$ cat src/rtl/mips_ctrl_pkg.sv
// Shared encodings for the multi-cycle MIPS main control: opcodes, FSM state
// codes, ALU operation classes, datapath mux selects and the control word.
package mips_ctrl_pkg;

    localparam logic [5:0] OP_RTYPE = 6'b000000;
    localparam logic [5:0] OP_LW    = 6'b100011;
    localparam logic [5:0] OP_SW    = 6'b101011;
    localparam logic [5:0] OP_BEQ   = 6'b000100;
    localparam logic [5:0] OP_J     = 6'b000010;
    localparam logic [5:0] OP_ADDI  = 6'b001000;

    typedef enum logic [3:0] {
        S_FETCH     = 4'd0,
        S_DECODE    = 4'd1,
        S_MEM_ADDR  = 4'd2,
        S_MEM_RD    = 4'd3,
        S_MEM_WB    = 4'd4,
        S_MEM_WR    = 4'd5,
        S_R_EXEC    = 4'd6,
        S_R_WB      = 4'd7,
        S_BRANCH    = 4'd8,
        S_JUMP      = 4'd9,
        S_ADDI_EXEC = 4'd10,
        S_ADDI_WB   = 4'd11,
        S_HALT      = 4'd12
    } mc_state_e;

    localparam logic [1:0] ALUOP_ADD   = 2'b00;
    localparam logic [1:0] ALUOP_SUB   = 2'b01;
    localparam logic [1:0] ALUOP_FUNCT = 2'b10;

    // ALU B operand: register, constant 4, sign-extended imm, imm << 2
    localparam logic [1:0] SRCB_REG      = 2'b00;
    localparam logic [1:0] SRCB_FOUR     = 2'b01;
    localparam logic [1:0] SRCB_IMM      = 2'b10;
    localparam logic [1:0] SRCB_IMM_SHL2 = 2'b11;

    localparam logic [1:0] PCSRC_ALU    = 2'b00;
    localparam logic [1:0] PCSRC_ALUOUT = 2'b01;
    localparam logic [1:0] PCSRC_JUMP   = 2'b10;

    typedef struct packed {
        logic       pc_write;
        logic       pc_write_cond;
        logic       i_or_d;
        logic       mem_read;
        logic       mem_write;
        logic       ir_write;
        logic       reg_dst;
        logic       mem_to_reg;
        logic       reg_write;
        logic       alu_src_a;
        logic [1:0] alu_src_b;
        logic [1:0] pc_source;
        logic [1:0] alu_op;
        logic       halted;
    } mc_ctrl_t;

endpackage

$ cat src/rtl/mc_ctrl_decode.sv
// State-to-control-word decode for the main control FSM. Optional addi states
// are decoded only when MC_CTRL_ADDI_EN is defined.
module mc_ctrl_decode
    import mips_ctrl_pkg::*;
(
    input  mc_state_e state,
    input  logic      mem_ready,
    input  logic      active,
    output mc_ctrl_t  ctrl
);

    always_comb begin
        ctrl = '0;
        if (active) begin
            case (state)
                S_FETCH: begin
                    ctrl.mem_read  = 1'b1;
                    ctrl.i_or_d    = 1'b0;
                    ctrl.alu_src_a = 1'b0;
                    ctrl.alu_src_b = SRCB_FOUR;
                    ctrl.alu_op    = ALUOP_ADD;
                    ctrl.pc_source = PCSRC_ALU;
                    // IR and PC update only on the cycle memory delivers the word
                    ctrl.ir_write  = mem_ready;
                    ctrl.pc_write  = mem_ready;
                end
                S_DECODE: begin
                    ctrl.alu_src_a = 1'b0;
                    ctrl.alu_src_b = SRCB_IMM_SHL2;
                    ctrl.alu_op    = ALUOP_ADD;
                end
                S_MEM_ADDR: begin
                    ctrl.alu_src_a = 1'b1;
                    ctrl.alu_src_b = SRCB_IMM;
                    ctrl.alu_op    = ALUOP_ADD;
                end
                S_MEM_RD: begin
                    ctrl.mem_read = 1'b1;
                    ctrl.i_or_d   = 1'b1;
                end
                S_MEM_WB: begin
                    ctrl.reg_dst    = 1'b0;
                    ctrl.mem_to_reg = 1'b1;
                    ctrl.reg_write  = 1'b1;
                end
                S_MEM_WR: begin
                    ctrl.mem_write = mem_ready;
                    ctrl.i_or_d    = 1'b1;
                end
                S_R_EXEC: begin
                    ctrl.alu_src_a = 1'b1;
                    ctrl.alu_src_b = SRCB_REG;
                    ctrl.alu_op    = ALUOP_FUNCT;
                end
                S_R_WB: begin
                    ctrl.reg_dst    = 1'b1;
                    ctrl.mem_to_reg = 1'b0;
                    ctrl.reg_write  = 1'b1;
                end
                S_BRANCH: begin
                    ctrl.alu_src_a     = 1'b1;
                    ctrl.alu_src_b     = SRCB_REG;
                    ctrl.alu_op        = ALUOP_SUB;
                    ctrl.pc_write_cond = 1'b1;
                    ctrl.pc_source     = PCSRC_ALUOUT;
                end
                S_JUMP: begin
                    ctrl.pc_write  = 1'b1;
                    ctrl.pc_source = PCSRC_JUMP;
                end
`ifdef MC_CTRL_ADDI_EN
                S_ADDI_EXEC: begin
                    ctrl.alu_src_a = 1'b1;
                    ctrl.alu_src_b = SRCB_IMM;
                    ctrl.alu_op    = ALUOP_ADD;
                end
                S_ADDI_WB: begin
                    ctrl.reg_dst    = 1'b0;
                    ctrl.mem_to_reg = 1'b0;
                    ctrl.reg_write  = 1'b1;
                end
`endif
                S_HALT: begin
                    ctrl.halted = 1'b1;
                end
                default: ;
            endcase
        end
    end

endmodule

$ cat src/rtl/mc_main_control.sv
// Multi-cycle MIPS main control FSM (state register + next-state logic).
// Define MC_CTRL_ADDI_EN to add the addi instruction path.
module mc_main_control
    import mips_ctrl_pkg::*;
#(
    parameter int ILLEGAL_HALT = 1
) (
    input  logic       clk,
    input  logic       rst_n,
    input  logic [5:0] opcode,
    input  logic       mem_ready,
    output logic       pc_write,
    output logic       pc_write_cond,
    output logic       i_or_d,
    output logic       mem_read,
    output logic       mem_write,
    output logic       ir_write,
    output logic       reg_dst,
    output logic       mem_to_reg,
    output logic       reg_write,
    output logic       alu_src_a,
    output logic [1:0] alu_src_b,
    output logic [1:0] pc_source,
    output logic [1:0] alu_op,
    output logic       halted,
    output logic [3:0] state
);

    localparam mc_state_e ILLEGAL_NEXT = (ILLEGAL_HALT != 0) ? S_HALT : S_FETCH;

    mc_state_e state_q;
    mc_state_e state_next;
    mc_ctrl_t  ctrl;

    always_ff @(posedge clk or negedge rst_n) begin
        if (!rst_n) begin
            state_q <= S_FETCH;
        end else begin
            state_q <= state_next;
        end
    end

    // Memory handshake: the FSM holds the request (mem_read / mem_write
    // asserted) for as many cycles as needed; mem_ready=1 marks the single
    // cycle the access completes, and only then do the memory states advance.
    always_comb begin
        state_next = state_q;
        case (state_q)
            S_FETCH:  if (mem_ready) state_next = S_DECODE;
            S_DECODE: begin
                case (opcode)
                    OP_RTYPE:     state_next = S_R_EXEC;
                    OP_LW, OP_SW: state_next = S_MEM_ADDR;
                    OP_BEQ:       state_next = S_BRANCH;
                    OP_J:         state_next = S_JUMP;
`ifdef MC_CTRL_ADDI_EN
                    OP_ADDI:      state_next = S_ADDI_EXEC;
`endif
                    default:      state_next = ILLEGAL_NEXT;
                endcase
            end
            S_MEM_ADDR: begin
                if (opcode == OP_LW) begin
                    state_next = S_MEM_RD;
                end else if (opcode == OP_SW) begin
                    state_next = S_MEM_WR;
                end else begin
                    state_next = ILLEGAL_NEXT;
                end
            end
            S_MEM_RD:  if (mem_ready) state_next = S_MEM_WB;
            S_MEM_WR:  if (mem_ready) state_next = S_FETCH;
            S_MEM_WB:  state_next = S_FETCH;
            S_R_EXEC:  state_next = S_R_WB;
            S_R_WB:    state_next = S_FETCH;
            S_BRANCH:  state_next = S_FETCH;
            S_JUMP:    state_next = S_FETCH;
`ifdef MC_CTRL_ADDI_EN
            S_ADDI_EXEC: state_next = S_ADDI_WB;
            S_ADDI_WB:   state_next = S_FETCH;
`endif
            S_HALT:    state_next = S_HALT;
            default:   state_next = S_FETCH;
        endcase
    end

    // Decode is gated by rst_n so every output reads 0 while reset is held.
    mc_ctrl_decode u_decode (
        .state     (state_q),
        .mem_ready (mem_ready),
        .active    (rst_n),
        .ctrl      (ctrl)
    );

    always_comb begin
        pc_write      = ctrl.pc_write;
        pc_write_cond = ctrl.pc_write_cond;
        i_or_d        = ctrl.i_or_d;
        mem_read      = ctrl.mem_read;
        mem_write     = ctrl.mem_write;
        ir_write      = ctrl.ir_write;
        reg_dst       = ctrl.reg_dst;
        mem_to_reg    = ctrl.mem_to_reg;
        reg_write     = ctrl.reg_write;
        alu_src_a     = ctrl.alu_src_a;
        alu_src_b     = ctrl.alu_src_b;
        pc_source     = ctrl.pc_source;
        alu_op        = ctrl.alu_op;
        halted        = ctrl.halted;
        state         = state_q;
    end

endmodule

$ cat config.mk
export PLATFORM = sky130hd
export DESIGN_NAME = mc_main_control
export DESIGN_NICKNAME = d
export VERILOG_FILES = /design/src/rtl/mips_ctrl_pkg.sv /design/src/rtl/mc_ctrl_decode.sv /design/src/rtl/mc_main_control.sv
export SDC_FILE = /design/constraint.sdc
export NUM_CORES = 1
export LEC_CHECK = 0
export CAP_MARGIN = 20
export CORE_AREA = 2 2 43 55
export DETAILED_ROUTE_END_ITERATION = 7
export DIE_AREA = 0 0 45 57
export HOLD_SLACK_MARGIN = 0.08
export PLACE_DENSITY = 0.62
export SLEW_MARGIN = 20
export SYNTH_ARGS = -nofsm -noshare
export SYNTH_HDL_FRONTEND = slang
export SYNTH_SLANG_ARGS = --single-unit
$ cat constraint.sdc
create_clock -name clk -period 2.2 [get_ports clk]
set_clock_uncertainty 0.2 [all_clocks]
set_input_delay 0.55 -clock clk [delete_from_list [all_inputs] [get_ports clk]]
set_output_delay 0.55 -clock clk [all_outputs]
set_load 0.02 [all_outputs]
==> results of run 1 <==
## worst register-to-register path: stages, from the launching register on
cell and delay (ns):
dfrtp_2 0.45, buf_4 0.16, buf_4 0.15, and3b_1 0.20
a21oi_1 0.11, o31ai_1 0.08, a22o_1 0.21
## area by class of cell
cell class / count / share of cell area
multi-input combinational: 68 / 0.439
tap: 21 / 0.0240
timing repair buffer: 53 / 0.412
inverter: 3 / 0.0103
clock buffer: 3 / 0.0206
sequential: 4 / 0.0938
## kinds of logic after synthesis
family | count (synthesis) | share of synthesized area
AND/OR/NAND/NOR | 48 | 0.498
AO/OA/AOI/OAI | 19 | 0.224
buffers and inverters | 9 | 0.0822
flip-flops | 4 | 0.178
multiplexers | 1 | 0.0178
## worst max path at each step
stage,end,slack [ns]
floorplan,pc_write,-0.13
global placement,pc_write,-0.77
detailed placement,pc_write,-0.78
CTS,reg_write,0.02
global route,pc_write_cond,0.0009
finish,alu_src_b[1],0.03
## power groups by stage
| stage | clock, uW | sequential (uW) | combinational [uW] |
|---|---|---|---|
| floorplan | 0 | 167 | 428 |
| global placement | 0 | 140 | 860 |
| detailed placement | 0 | 141 | 869 |
| CTS | 101 | 148 | 871 |
| global route | 109 | 154 | 969 |
| finish | 100 | 149 | 891 |
## layer usage
metal	part of all wire	up-vias	global-route usage	wire (um)
met5	0	-	0	0
met2	0.55	33	0.331	1090
met3	0.053	8	0.0285	106
met1	0.34	375	0.179	673
met4	0.055	0	0.143	109
li1	-	398	-	-
## through the flow
stage | area [sq um] | std cells | setup slack [ns] | total power, uW | hold WS (ns)
after floorplan | 578 | 81 | -0.132 | 594 | 0.0544
after global placement | 1040 | 147 | -0.769 | 1000 | 0.520
after detailed placement | 1040 | 147 | -0.782 | 1010 | 0.523
after CTS | 1070 | 152 | 0.0172 | 1120 | 0.277
after global routing | 1090 | 152 | 0.000897 | 1230 | 0.301
final | 1090 | 152 | 0.0291 | 1140 | 0.277
## cell usage in the layout (no fill, tap or decap), types with 2 or more instances in the layout
cell / count
a21oi_1: 5
a21oi_2: 2
and3b_1: 2
buf_2: 8
buf_4: 23
buf_6: 8
clkbuf_4: 3
clkdlybuf4s15_2: 2
clkdlybuf4s50_1: 7
dfrtp_1: 2
dfrtp_2: 2
dlygate4sd2_1: 4
inv_2: 2
nand2_1: 4
nand2_2: 2
nand2b_1: 4
nand4_1: 3
nor2_1: 11
nor2_2: 2
nor2b_1: 3
nor3_2: 2
nor3_4: 2
o21ai_0: 3
o21ai_1: 2
## timing repair
action,CTS,global route
setup endpoints to repair,20,11
resized for setup,96,12
buffers inserted,2,0
pin swaps,3,2
==> reports/metrics.yaml, run 1 <==
run_status:
  outcome: "finished clean"
job:
  maxCapViolCount: 0
cts:
  cts.clk_slew.worst_paths_ns: 0.04
  clk_latency_ns: 0.25
  cts_tree: "yes"
  cts_max_level: 1
  cts_buffers: 3
  ctsHoldBuffers: 0
  cts_buffer_depth: 2
  cts_root_buffer: "clkbuf_4"
  clock_sinks: 4
die:
  die_area_sq_um: 2570
  fp.dieW_um: 45
  start_util: 0.269
  core_sq_um: 2090
  die_y_um: 57
  ios: 30
  rows: 19
final_layout:
  nFillCells: 217
  nNetsFinal: 142
  largest_register_ffs: 4
  drive_gt1_frac: 0.511
  antenna_cells: 0
  multiInputGateArea_sq_um: 480
  area_growth_syn_to_layout_pct: 94.2
  utilization: 0.523
  register_area_sq_um: 103
setup_path:
  crit_path_start_kind: "flop"
  arrival_ns: 1.42
  r2r-end: "state[2]"
  cpMaxStageDelayCell: "dfrtp_2"
  cp.required_ns: 1.45
  cp-end-kind: "primary output"
  rr_worst_depth: 6
  crit_buf_inv: 2
  reg2reg_slack_ns: 0.53
  critical_path.max_stage_delay_ns: 0.44
  crit_fanout: 9
  worstSetupPathType: "flop to primary output"
  cp_top_family: "flip-flops"
  r2r_start: "state[2]"
  cp_num_cells: 4
  cp-startpoint: "state[1]"
  cp_cell_sequence: "buf_12 > nand2b_1 > a21oi_2 > buf_2"
routing:
  viasPerCell: 5.36
  drt-pass1-iter-count: 4
  wire_per_inst_um: 13.0
  drtIter0Drc: 6
  routed_wl_um: 1980
  drtAntennaViolNets: 0
  vias: 814
  drc_errors: 0
yosys:
  yosysTopAreaCell: "dfrtp_1"
  yosys_warnings: 0
  synthesis.area_sq_um: 563
  synth_top_area_share: 0.178
  ys.flop_type: "dfrtp_1"
  yosysSeqAreaShare: 0.178
  synthDistinctLibCells: 32
  yosys-top-cells-count: "nor2_1 (13), a21oi_1 (7), nand2_1 (6)"
  ys_top_cells_by_area: "dfrtp_1 (18%), nor2_1 (8.7%), a21oi_1 (6.2%)"
  synth_edf_count: 0
  synth_area_per_cell_sq_um: 6.95
  post-synth-top-count-cell: "nor2_1"
  synth_fp_nets: 90
  ys_ff_latch: 4
  async_flop_share: 1.00
  syn_inst: 81
min_path:
  worstHoldPathType: "primary input to async pin"
timing:
  rsz0062_at_grt: "no"
  fin_crit_ns: 2.17
  relSlewSlack: 0.757
  tightest_slew_ns: 0.364
  setup_violations: 0
  max_freq_mhz: 461
  slew_violations: 0
  finalHoldViolations: 0
  fin_setup_tns_ns: 0
  timing.final.crit_share: 0.987
pwr:
  switching_share: 0.489
  vdd_drop_max_uv: 497
  seq_power_share: 0.131
  p_int_uw: 583
  leakagePower_uw: 0.000523
  combPwrFrac: 0.781
  p_switching_uw: 557
  clkPwrFrac: 0.088
  p_per_area_nw_per_um2: 1040
global_routing:
  grt_pass1_vias: 802
  grt_pass1_wl_um: 3480
  overflow: 0
  antenna_found_initial: 0
  grt.total_usage: 0.185
  grt_max_degree: 10
placement:
  dp_hpwl_um: 1560
  gp_congestion: 0.860
  io_buffers: 29
Note: power is estimated with default switching activity, not from simulation.
==> run 2, diff against run 1 <==
--- a/config.mk
+++ b/config.mk
@@ -5,12 +5,13 @@
 export SDC_FILE = /design/constraint.sdc
 export NUM_CORES = 1
 export LEC_CHECK = 0
+export ABC_AREA = 1
 export CAP_MARGIN = 20
-export CORE_AREA = 2 2 43 55
+export CORE_AREA = 2 2 41 53
+export CTS_CLUSTER_SIZE = 28
 export DETAILED_ROUTE_END_ITERATION = 7
-export DIE_AREA = 0 0 45 57
-export HOLD_SLACK_MARGIN = 0.08
-export PLACE_DENSITY = 0.62
+export DIE_AREA = 0 0 43 55
+export PLACE_DENSITY = 0.64
 export SLEW_MARGIN = 20
 export SYNTH_ARGS = -nofsm -noshare
 export SYNTH_HDL_FRONTEND = slang
==> reports/metrics.yaml, run 2 <==
run_status:
  outcome: "finished clean"
die:
  rows: 18  # -1
  core_sq_um: 1890  # -9.6%
  die_y_um: 55  # -3.5%
  fp.dieW_um: 43  # -4.4%
  ios: 30  # unchanged
  start_util: 0.272  # +0.00335
  die_area_sq_um: 2370  # -7.8%
yosys:
  yosys-top-cells-count: "nand2_1 (27), nor2_1 (20), inv_1 (14)"
  yosysTopAreaCell: "nand2_1"
  synth_edf_count: 0  # unchanged
  synth_area_per_cell_sq_um: 5.43  # -22%
  post-synth-top-count-cell: "nand2_1"
  ys_ff_latch: 4  # unchanged
  syn_inst: 95  # +17%
  yosysSeqAreaShare: 0.194  # +0.0164
  synth_fp_nets: 104  # +16%
  synthDistinctLibCells: 19  # -41%
  async_flop_share: 1.00  # unchanged
  yosys_warnings: 0  # unchanged
  synthesis.area_sq_um: 515  # -8.4%
  ys_top_cells_by_area: "nand2_1 (20%), dfrtp_1 (19%), nor2_1 (15%)"
  synth_top_area_share: 0.197  # +0.0188
  ys.flop_type: "dfrtp_1"
routing:
  vias: 747  # -8.2%
  drtIter0Drc: 6  # unchanged
  drtAntennaViolNets: 0  # unchanged
  drc_errors: 0  # unchanged
  wire_per_inst_um: 9.69  # -26%
  viasPerCell: 4.53  # -15%
  routed_wl_um: 1600  # -19%
  drt-pass1-iter-count: 4  # unchanged
global_routing:
  overflow: 0  # unchanged
  grt_pass1_wl_um: 2890  # -17%
  antenna_found_initial: 0  # unchanged
  grt.total_usage: 0.160  # -0.0251
  grt_pass1_vias: 775  # -3.4%
  grt_max_degree: 7  # -3
min_path:
  worstHoldPathType: "primary input to async pin"
final_layout:
  final_cell_mix: "nand2_1 (27), buf_4 (22), nor2_1 (17), inv_1 (14), clkdlybuf4s50_1 (11)"
  layout_commonest_cell: "nand2_1"
  area_growth_syn_to_layout_pct: 90.5
  multiInputGateArea_sq_um: 365  # -24%
  register_area_sq_um: 104  # +1.2%
  nFillCells: 206  # -5.1%
  antenna_cells: 0  # unchanged
  fin_cells: 165  # +8.6%
  largest_register_ffs: 4  # unchanged
  drive_gt1_frac: 0.407  # -0.105
  nNetsFinal: 156  # +9.9%
timing:
  max_freq_mhz: 461  # about the same
  finalHoldViolations: 0  # unchanged
  slew_violations: 0  # unchanged
  rsz0062_at_grt: "yes"
  timing.final.crit_share: 0.986  # about the same
  fin_crit_ns: 2.17  # -0.00203 ns
  tightest_slew_ns: 0.274  # -0.0895 ns
  setup_violations: 0  # unchanged
  relSlewSlack: 0.816  # +0.0595
cts:
  cts_tree: "yes"
  cts_root_buffer: "clkbuf_4"
  cts_max_level: 1  # unchanged
  cts.clk_slew.worst_paths_ns: 0.04  # about the same
  ctsHoldBuffers: 0  # unchanged
  post-cts-setup-buffers: 0  # -2
  clock_sinks: 4  # unchanged
  clk_latency_ns: 0.23  # -0.02 ns
  cts_buffers: 3  # unchanged
  cts_buffer_depth: 2  # unchanged
setup_path:
  cp-startpoint: "mem_ready"
  cp_cell_sequence: "clkdlybuf4s50_1 > inv_1 > nor3_2 > buf_4"
  r2r_start: "state[2]"
  worstSetupPathType: "primary input to primary output"
  cp-end-kind: "primary output"
  cpMaxStageDelayCell: "clkdlybuf4s50_1"
  crit_buf_inv: 3  # +1
  crit_path_start_kind: "primary input"
  cp.required_ns: 1.45  # about the same
  reg2reg_slack_ns: 0.70  # +0.17 ns
  critical_path.max_stage_delay_ns: 0.48  # +0.04 ns
  crit_fanout: 2  # -7
  arrival_ns: 1.42  # about the same
  cp_top_family: "buffers and inverters"
placement:
  gp_congestion: 0.863  # +0.38%
  dp_hpwl_um: 1340  # -14%
  io_buffers: 29  # unchanged
  placed_cells: 162  # +10%
job:
  maxCapViolCount: 0  # unchanged
pwr:
  p_per_area_nw_per_um2: 204  # -80%
  leakagePower_uw: 0.000512  # -2.0%
  p_total_uw: 201  # -82%
  vdd_drop_max_uv: 174  # -65%
## run 2: cell count changes after synthesis, sizes merged, moves of 3 or more
| cell | previous run | this run |
|---|---|---|
| a21oi | 7 | 4 |
| buf | 6 | 2 |
| inv | 3 | 17 |
| nand2 | 6 | 28 |
| nand2b | 5 | 0 |
| nand3 | 0 | 6 |
| nand4 | 3 | 0 |
| nor2 | 13 | 24 |
| nor2b | 5 | 0 |
## run 2: what timing repair did
| action | 4_1_cts | 5_1_grt |
|---|---|---|
| endpoints found under the setup margin | 17 | 11 |
| resized for setup | 71 | 8 |
| hold endpoints to repair | 0 | 0 |
## run 2: worst reg2reg max path, delay by kind of cell (launching register included)
kind	cells	cell delay (ns)
flip-flops	1	0.40
AND/OR/NAND/NOR	5	0.32
buffers and inverters	3	0.30
AO/OA/AOI/OAI	1	0.16
## run 2: layout make-up
type                            instances  area share
Inverter                               18      0.0701
Clock buffer                            3      0.0229
Sequential cell                         4       0.106
Timing Repair Buffer                   49       0.404
Tap cell                               20      0.0255
Multi-Input combinational cell         71       0.372
## run 2: logic make-up (layout without fill, tap and decap cells)
group / after synthesis / in the layout / share of synthesized area
AOI/OAI and AO/OA: 11 / 11 / 0.146
buffers and inverters: 20 / 70 / 0.160
DFF: 4 / 4 / 0.194
and+or+nand+nor: 60 / 60 / 0.500
## run 2: metal layers
| metal | up-vias | wire length, um | track usage | part of all wire |
|---|---|---|---|---|
| met1 | 332 | 596 | 0.154 | 0.37 |
| met2 | 23 | 918 | 0.318 | 0.57 |
| met4 | 0 | 8 | 0.101 | 0.0050 |
| li1 | 390 | - | - | - |
| met3 | 2 | 77 | 0.0260 | 0.048 |
| met5 | - | 0 | 0 | 0 |
## run 2: metrics by stage
step                      area (sq um)  hold WS, ns  setup WS (ns)  setup TNS (ns)   util
after floorplan                    515       0.0544         0.0808               0      -
after global placement             966        0.421         -0.703          -10.49  0.511
after detailed placement           966        0.430         -0.716          -10.84  0.511
after CTS                          971        0.203        0.00424               0  0.513
after global routing               982        0.100        -0.0132         -0.0132  0.519
final                              982       0.0826         0.0311               0  0.519
## run 2: final timing paths
kind	depth (start not counted)	to
worst max-delay path	4	mem_write
worst min-delay path	2	state[3]
worst max register to register	9	state[0]
worst min register to register	3	state[2]
max in group asynchronous	2	state[0]
min in group clk	3	state[2]
## run 2: where the power goes
part	switching (uW)	internal [uW]	leakage (uW)
combinational	17.4	19.3	0.000457
sequential	0	74.0	0.0000418
clock	28.9	60.9	0.0000138
total	46.3	154	0.000512
==> run 3, diff against run 2 <==
--- a/config.mk
+++ b/config.mk
@@ -6,7 +6,6 @@
 export NUM_CORES = 1
 export LEC_CHECK = 0
 export ABC_AREA = 1
-export CAP_MARGIN = 20
 export CORE_AREA = 2 2 41 53
 export CTS_CLUSTER_SIZE = 28
 export DETAILED_ROUTE_END_ITERATION = 7
@@ -16,3 +15,4 @@
 export SYNTH_ARGS = -nofsm -noshare
 export SYNTH_HDL_FRONTEND = slang
 export SYNTH_SLANG_ARGS = --single-unit
+export TNS_END_PERCENT = 20
==> results of run 3 <==
The final DEF is identical to that of run 2; final timing and power are the same.
